[src/rtl/majority_voter_seq.sv]
// Majority voter over N redundant channel words.
// Each accepted word set is voted bit by bit over the channels that are
// still active. A channel that disagrees with the vote on FAULT_LIMIT
// consecutive transfers is excluded until clear_faults. Output is a
// one-deep valid/ready register stage.
//
// state | meaning
// ------+---------------------------------------------
// 0     | NORMAL   - no channel excluded
// 1     | DEGRADED - some channel excluded, two or more still active
// 2     | FAILED   - fewer than two channels active
module majority_voter_seq #(
  parameter int N           = 3,
  parameter int W           = 8,
  parameter int FAULT_LIMIT = 4
) (
  input  logic           clk,
  input  logic           rst_n,
  input  logic           in_valid,
  input  logic [N*W-1:0] in_data,
  output logic           in_ready,
  output logic           out_valid,
  output logic [W-1:0]   out_data,
  input  logic           out_ready,
  input  logic           clear_faults,
  output logic [N-1:0]   mismatch,
  output logic [N-1:0]   fault,
  output logic [1:0]     state
);

  typedef enum logic [1:0] {
    ST_NORMAL   = 2'd0,
    ST_DEGRADED = 2'd1,
    ST_FAILED   = 2'd2
  } state_t;

  localparam logic [3:0] LIMIT = 4'(FAULT_LIMIT);

  logic               r_out_valid;
  logic [W-1:0]       r_out_data;
  logic [N-1:0]       r_mismatch;
  logic [N-1:0]       r_fault;
  logic [N-1:0][3:0]  r_cnt;

  logic               w_xfer;
  logic [3:0]         w_act_cnt;
  logic [W-1:0]       w_tie_word;
  logic [W-1:0]       w_vote;
  logic [N-1:0]       w_mis;
  logic [N-1:0]       w_cand;
  logic [N-1:0]       w_fault_try;
  logic [N-1:0]       w_fault_next;
  logic [N-1:0][3:0]  w_cnt_next;
  state_t             w_state;

  assign in_ready = !r_out_valid || out_ready;
  assign w_xfer   = in_valid && in_ready;

  // Count active channels; the downward scan leaves the lowest active word as tie-breaker.
  always_comb begin
    w_act_cnt  = '0;
    w_tie_word = '0;
    for (int i = N - 1; i >= 0; i--) begin
      if (!r_fault[i]) begin
        w_act_cnt  = w_act_cnt + 4'd1;
        w_tie_word = in_data[i*W +: W];
      end
    end
  end

  // Per-bit vote: strict majority wins, exact tie follows the lowest active channel.
  // One active channel passes straight through; none gives zero.
  always_comb begin : p_vote
    logic [3:0] ones;
    w_vote = '0;
    ones   = '0;
    for (int b = 0; b < W; b++) begin
      ones = '0;
      for (int i = 0; i < N; i++) begin
        if (!r_fault[i] && in_data[i*W+b]) ones = ones + 4'd1;
      end
      if ({ones, 1'b0} > {1'b0, w_act_cnt})
        w_vote[b] = 1'b1;
      else if (({ones, 1'b0} == {1'b0, w_act_cnt}) && (w_act_cnt != 4'd0))
        w_vote[b] = w_tie_word[b];
    end
  end

  // Mismatch flags, saturating disagreement counters and candidate exclusions.
  // Exclusions are dropped as a group if they would leave no channel active.
  always_comb begin
    w_mis      = '0;
    w_cand     = '0;
    w_cnt_next = r_cnt;
    for (int i = 0; i < N; i++) begin
      if (!r_fault[i]) begin
        w_mis[i] = (in_data[i*W +: W] != w_vote);
        if (w_mis[i]) begin
          w_cnt_next[i] = (r_cnt[i] == 4'hF) ? 4'hF : r_cnt[i] + 4'd1;
          w_cand[i]     = (w_cnt_next[i] >= LIMIT);
        end else begin
          w_cnt_next[i] = '0;
        end
      end
    end
    w_fault_try  = r_fault | w_cand;
    w_fault_next = (&w_fault_try) ? r_fault : w_fault_try;
  end

  // Health summary derived from the registered exclusion mask.
  always_comb begin
    w_state = ST_NORMAL;
    if (r_fault != '0)
      w_state = (w_act_cnt >= 4'd2) ? ST_DEGRADED : ST_FAILED;
  end

  // Output stage: load on transfer, drop valid once consumed with nothing new.
  always_ff @(posedge clk or negedge rst_n) begin
    if (!rst_n) begin
      r_out_valid <= 1'b0;
      r_out_data  <= '0;
      r_mismatch  <= '0;
    end else if (w_xfer) begin
      r_out_valid <= 1'b1;
      r_out_data  <= w_vote;
      r_mismatch  <= w_mis;
    end else if (out_ready) begin
      r_out_valid <= 1'b0;
    end
  end

  // Fault bookkeeping: clear_faults overrides any update from a same-cycle transfer.
  always_ff @(posedge clk or negedge rst_n) begin
    if (!rst_n) begin
      r_fault <= '0;
      r_cnt   <= '0;
    end else if (clear_faults) begin
      r_fault <= '0;
      r_cnt   <= '0;
    end else if (w_xfer) begin
      r_fault <= w_fault_next;
      r_cnt   <= w_cnt_next;
    end
  end

  assign out_valid = r_out_valid;
  assign out_data  = r_out_data;
  assign mismatch  = r_mismatch;
  assign fault     = r_fault;
  assign state     = w_state;

endmodule

[config.mk]
export PLATFORM = sky130hd
export DESIGN_NAME = majority_voter_seq
export DESIGN_NICKNAME = d
export VERILOG_FILES = /design/src/rtl/majority_voter_seq.sv
export SDC_FILE = /design/constraint.sdc
export NUM_CORES = 1
export LEC_CHECK = 0
export CORE_MARGIN = 1
export CORE_UTILIZATION = 50
export DETAILED_ROUTE_END_ITERATION = 8
export PLACE_DENSITY = 0.73
export SLEW_MARGIN = 20
export SYNTH_ARGS = -nofsm -noshare
export SYNTH_HDL_FRONTEND = slang
export SYNTH_SLANG_ARGS = --single-unit
[constraint.sdc]
create_clock -name clk -period 5.35 [get_ports clk]
set_input_delay 1.605 -clock clk [delete_from_list [all_inputs] [get_ports clk]]
set_output_delay 1.605 -clock clk [all_outputs]
set_load 0.05 [all_outputs]
==> results_dict.tcl, run 1 <==
set metrics [dict create \
    synth_area_um2 3470 \
    htree_levels 1 \
    rrSetupSlack_ns 1.48 \
    n_antenna_cell 0 \
    synth_cells 426 \
    wl_um 8720 \
    vias 3348 \
    syn2layout_area_growth_pct 16.7 \
    drt-pass1-iter-count 4 \
    r2r_cells 13 \
    synth-main-ff-cell "dfrtp_1" \
    drive_gt1_frac 0.0766 \
    ctsResizeCount 0 \
    syn_nets 493 \
    r2r-start "fault[2]" \
    final_hold_viol_count 0 \
    postRouteAntennaNets 0 \
    drv_cap 0 \
    port_buffers 46 \
    crit_buf_inv 2 \
    rows 29 \
    crit_start "in_data[6]" \
    timing.critical_path.to "fault[0]" \
    drc 0 \
    slowest_stage "clkdlybuf4s50_1" \
    post-place-cells 543 \
    peakVddDrop_uv 184 \
    gp_congestion 0.919 \
    clock_latency_ns 0.27 \
    hp-class "register to register" \
    clockBufferDepth 2 \
    worst_pin_slew_ns 0.874 \
    ys_ff_latch 27 \
    via_per_inst 6.12 \
    antenna_found_initial 0 \
    cts_buffers 3 \
    critPathCaptureType "register" \
    post-route-period-util 0.921 \
    fin_area_um2 4050 \
    setup_viol 0 \
    die_area_um2 7270 \
    fin_tns_setup_ns 0 \
    placed_cell_area_um2 4000 \
    timing.rr.end "fault[0]" \
    maxSlewViolCount 0 \
    ys_types 65 \
    gr-usage-all-layers 0.247 \
    status "finished, final reports clean" \
    cts_tree "done" \
    path_class "input port to register" \
    power_density_nw_per_um2 225 \
    max_stage_delay_ns 0.57 \
    yosysSeqAreaShare 0.195 \
    die_h_um 85.3 \
    crit_fanout 8 \
    grt_pass1_vias 3117 \
    overflow 0 \
    min_period_ns 4.93 \
    startpoint_type "input port" \
    pin_count 47 \
    power_leakage_uw 0.00184 \
    drt_iter0_drc 186 \
    max_slew_margin 0.416 \
    hpwl_um 6750 \
    cts_hold_buf 0 \
    rsz0062_at_grt "no" \
    initial_core_util 0.531 \
    cts_root_buf "clkbuf_8" \
    routedWlPerCell_um 15.9 \
    clock_skew_ns 0.00479 \
    path_cells "clkdlybuf4s50_1 -> nor2b_1 -> inv_1 -> ha_1 -> o21ai_0 -> ha_1 -> a21o_1 -> and2_1 -> a2111oi_0 -> o221ai_1 -> a211oi_1 -> and4_1 -> o21ai_0 -> a311oi_1" \
    crit_arrival_ns 5.10 \
    core-area_um2 6530 \
    dp_worst_setup_slack_ns 0.121 \
    synth_edf_count 0 \
    fmax_mhz 203 \
    postCtsSetupRepairBufs 0 \
    crit_family "compound AO/OA/AOI/OAI gates" \
    cts_sinks 27 \
    ys_warn_count 0 \
    nets 538 \
    grt_pass1_wl_um 14600 \
    grt_start_max_net_pins 32 \
    layout.cells.non_filler 547 \
    die_w_um 85.3 \
    path_clk_slew_ns 0.09 \
    cp.required_ns 5.53 \
    async_reset_ff_frac 1.00 \
    path_depth 14 \
    fin_ws_ns 0.421 \
    avgSynthCellArea_um2 8.14 \
]
registers in the layout (all words and copies together), names as in the netlist:
name	cells
r_cnt	12
out_data	8
fault	3
mismatch	3
out_valid	1
report_power, final:
group / total (µW) / internal (µW) / switching (µW)
Clock: 114 / 53.3 / 60.3
Sequential: 242 / 228 / 14.2
Combinational: 557 / 221 / 336
stage by stage:
step                hold slack [ns]   util  power [µW]
floorplan                     0.492      -         648
global placement              0.461  0.613         789
detailed placement            0.465  0.613         801
CTS                           0.490  0.620         914
global route                  0.505  0.620         978
finish                        0.483  0.620         912
final cells by class:
class	count	area (µm²)
Timing Repair Buffer	55	528
Clock buffer	4	45.0
Tap cell	77	96.3
Inverter	37	139
Sequential cell	27	676
Multi-Input combinational cell	347	2560
Fill cell	580	2480
synthesized netlist by cell type, types with 10 or more instances:
library cell  instances  share of area
nor3_1               13          0.019
a21oi_1              27          0.039
ha_1                 37           0.13
nand2_1              34          0.037
o32ai_1              10          0.025
inv_1                35          0.038
nand3b_1             12          0.026
nor2_1               24          0.026
dfrtp_1              27           0.19
o211ai_1             10          0.022
o21ai_0              21          0.030
nand2b_1             16          0.029
layout by cell type, fill, tap and decap left out, types with 6 or more instances in the layout:
master           instances
a21o_1                   6
nand2b_1                16
dfrtp_1                 27
clkdlybuf4s50_1         46
o21a_1                   6
nand2_1                 34
a21oi_1                 27
nor3_1                  13
inv_1                   35
a211oi_1                 6
buf_4                    9
nor2_1                  24
and3_1                   7
o211a_1                  8
nand3_1                  9
o211ai_1                10
nor2b_1                  6
nand3b_1                12
xnor2_1                  8
ha_1                    37
o32ai_1                 10
o21ai_0                 21
cell families after synthesis:
| kind of cell | count (synthesis) | synth area share |
|---|---|---|
| buf+inv | 52 | 0.0664 |
| xor+xnor | 11 | 0.0278 |
| simple gates | 149 | 0.240 |
| fa+ha+maj | 38 | 0.139 |
| mux | 3 | 0.00866 |
| compound gates | 146 | 0.323 |
| flops | 27 | 0.195 |
how the worst min path moves through the flow:
stage | startpoint | to | cells past startpoint
floorplan | r_cnt[1] | r_cnt[1] | 1
global placement | out_data[1] | out_data[1] | 1
detailed placement | out_data[7] | out_data[7] | 1
CTS | out_data[1] | out_data[1] | 1
global route | out_data[1] | out_data[1] | 1
finish | out_data[1] | out_data[1] | 1
routing by layer:
layer	vias up	track usage	routed length, µm
met2	80	0.448	4190
met5	-	0	0
met4	0	0.0500	70
li1	1695	-	-
met1	1566	0.326	4090
met3	7	0.0117	371
Power figures use the tool's default switching activity.
==> run 2, diff against run 1 <==
Settings changed: MAX_ROUTING_LAYER set to met4.
Clock period 5.35 ns to 6.3 ns, I/O delays scaled along.
==> run 2 against run 1 <==
Compared with the run above: global-route usage increased by 0.96 points; routed wire length increased by 0.36%; critical path depth unchanged; first-iteration DRC count increased by 3.8%; combinational power decreased by 16%; total power decreased by 15%; non-clock buffer count decreased by 4; clock power decreased by 14%; critical path type unchanged; largest cell class unchanged; highest routed layer unchanged.
==> results_dict.tcl, run 2 (synthesis results as in run 1) <==
set metrics [dict create \
    status "finished, final reports clean" \
    worst_pin_slew_ns 0.844 \
    drc 0 \
    holdPathStages 1 \
    path_class "input port to register" \
    setup_viol 0 \
    final_cell_mix "clkdlybuf4s50_1, ha_1, inv_1" \
    largest_register "r_cnt" \
    cts_root_buf "clkbuf_8" \
    fmax_mhz 186 \
    startpoint_type "input port" \
    antenna_found_initial 0 \
    rsz0062_at_grt "no" \
    max_slew_margin 0.436 \
    min-delay-start "out_data[1]" \
    crit_arrival_ns 5.55 \
    overflow 0 \
    gr-usage-all-layers 0.256 \
    grt_pass1_vias 3107 \
    rows 29 \
    cts_buffers 3 \
    wl_met1_um 4140 \
    postRouteAntennaNets 0 \
    crit_fanout 5 \
    r2r_cells 12 \
    clockBufferDepth 2 \
    grt_start_max_net_pins 32 \
    initial_core_util 0.531 \
    clock_skew_ns 0.00166 \
    layout_commonest_cell "clkdlybuf4s50_1" \
    r2r-start "fault[1]" \
    die_w_um 85.3 \
    drv_cap 0 \
    pin_count 47 \
    met2_length_um 4150 \
    wl_met3_um 322 \
    ctsResizeCount 0 \
    htree_levels 1 \
    nets 534 \
    power_density_nw_per_um2 193 \
    critPathCaptureType "register" \
    min_period_ns 5.37 \
    maxSlewViolCount 0 \
    hpwl_um 6640 \
    drive_gt1_frac 0.0708 \
    final_core_util 0.615 \
    cp.required_ns 6.48 \
    peakVddDrop_uv 150 \
    postCtsSetupRepairBufs 0 \
    drt_iter0_drc 193 \
    crit_start "in_data[6]" \
    hp-class "register to register" \
    grt_pass1_wl_um 14600 \
    final_hold_viol_count 0 \
    wl_um 8750 \
    fin_tns_setup_ns 0 \
    power_leakage_uw 0.00182 \
    cts_hold_buf 0 \
    cts_sinks 27 \
    syn2layout_area_growth_pct 15.8 \
    core-area_um2 6530 \
    n_antenna_cell 0 \
    vias 3365 \
    post-route-period-util 0.852 \
    path_clk_slew_ns 0.09 \
    cts_tree "done" \
    routedWlPerCell_um 16.1 \
    via_per_inst 6.20 \
    port_buffers 46 \
    drt-pass1-iter-count 4 \
    gp_congestion 0.927 \
    clock_latency_ns 0.27 \
    top_layer "met4" \
    die_area_um2 7270 \
    largest_reg_flops 12 \
    die_h_um 85.3 \
]
run 2: cell count changes in the layout (fill, tap and decap cells not counted), sizes merged:
cell,previous run,this run
buf,9,5
clkinv,2,3
clkbuf,4,3
run 2: report_power, final:
| part | internal [µW] | switching, µW |
|---|---|---|
| clock network | 44.4 | 53.3 |
| registers | 193 | 17.3 |
| logic | 186 | 280 |
| total | 424 | 351 |
run 2: worst paths after layout:
kind	end	slack (ns)
max	fault[0]	0.93
min	out_data[1]	0.49
max reg2reg	fault[0]	1.55
min reg2reg	out_data[1]	0.49
max in group asynchronous	out_data[1]	4.07
min in group asynchronous	r_cnt[1]	1.97
run 2: stage by stage:
step / area, µm² / instances / hold slack, ns / total power [µW] / worst slack (ns)
2_1_floorplan: 3470 / 426 / 0.492 / 550 / 1.66
3_3_place_gp: 3970 / 539 / 0.466 / 669 / 0.715
3_5_place_dp: 3970 / 539 / 0.470 / 678 / 0.669
4_1_cts: 4020 / 543 / 0.495 / 777 / 0.923
5_1_grt: 4020 / 543 / 0.523 / 832 / 0.611
6_report: 4020 / 543 / 0.489 / 774 / 0.933
run 2: critical path, stage by stage:
cell and delay (ns):
clkdlybuf4s50_1 0.56, nor2b_1 0.20, inv_1 0.07, ha_1 0.19, o21ai_0 0.19, ha_1 0.30
a21o_1 0.18, and2_1 0.21, a2111oi_2 0.34, o32ai_1 0.17, nor4_2 0.49, nor2_1 0.14
or3_1 0.37, a311oi_1 0.26
run 2: metal layers:
layer | track usage | vias to the layer above
met2 | 0.423 | 91
li1 | - | 1682
met3 | 0.0117 | 13
met5 | - | -
met4 | 0.0712 | 0
met1 | 0.344 | 1579
run 2: final cells by class:
type	count	area [µm²]
fillers	601	2510
flip-flops and latches	27	676
well taps	77	96.3
repair buffers	51	498
inverters	37	139
clock inverters	1	5.00
clock buffers	3	41.3
multi-input cells	347	2560
==> run 3, diff against run 2 <==
Settings changed: CAP_MARGIN set to 20.
==> results of run 3 <==
No change in the layout: final DEF, timing and power equal those of run 2.
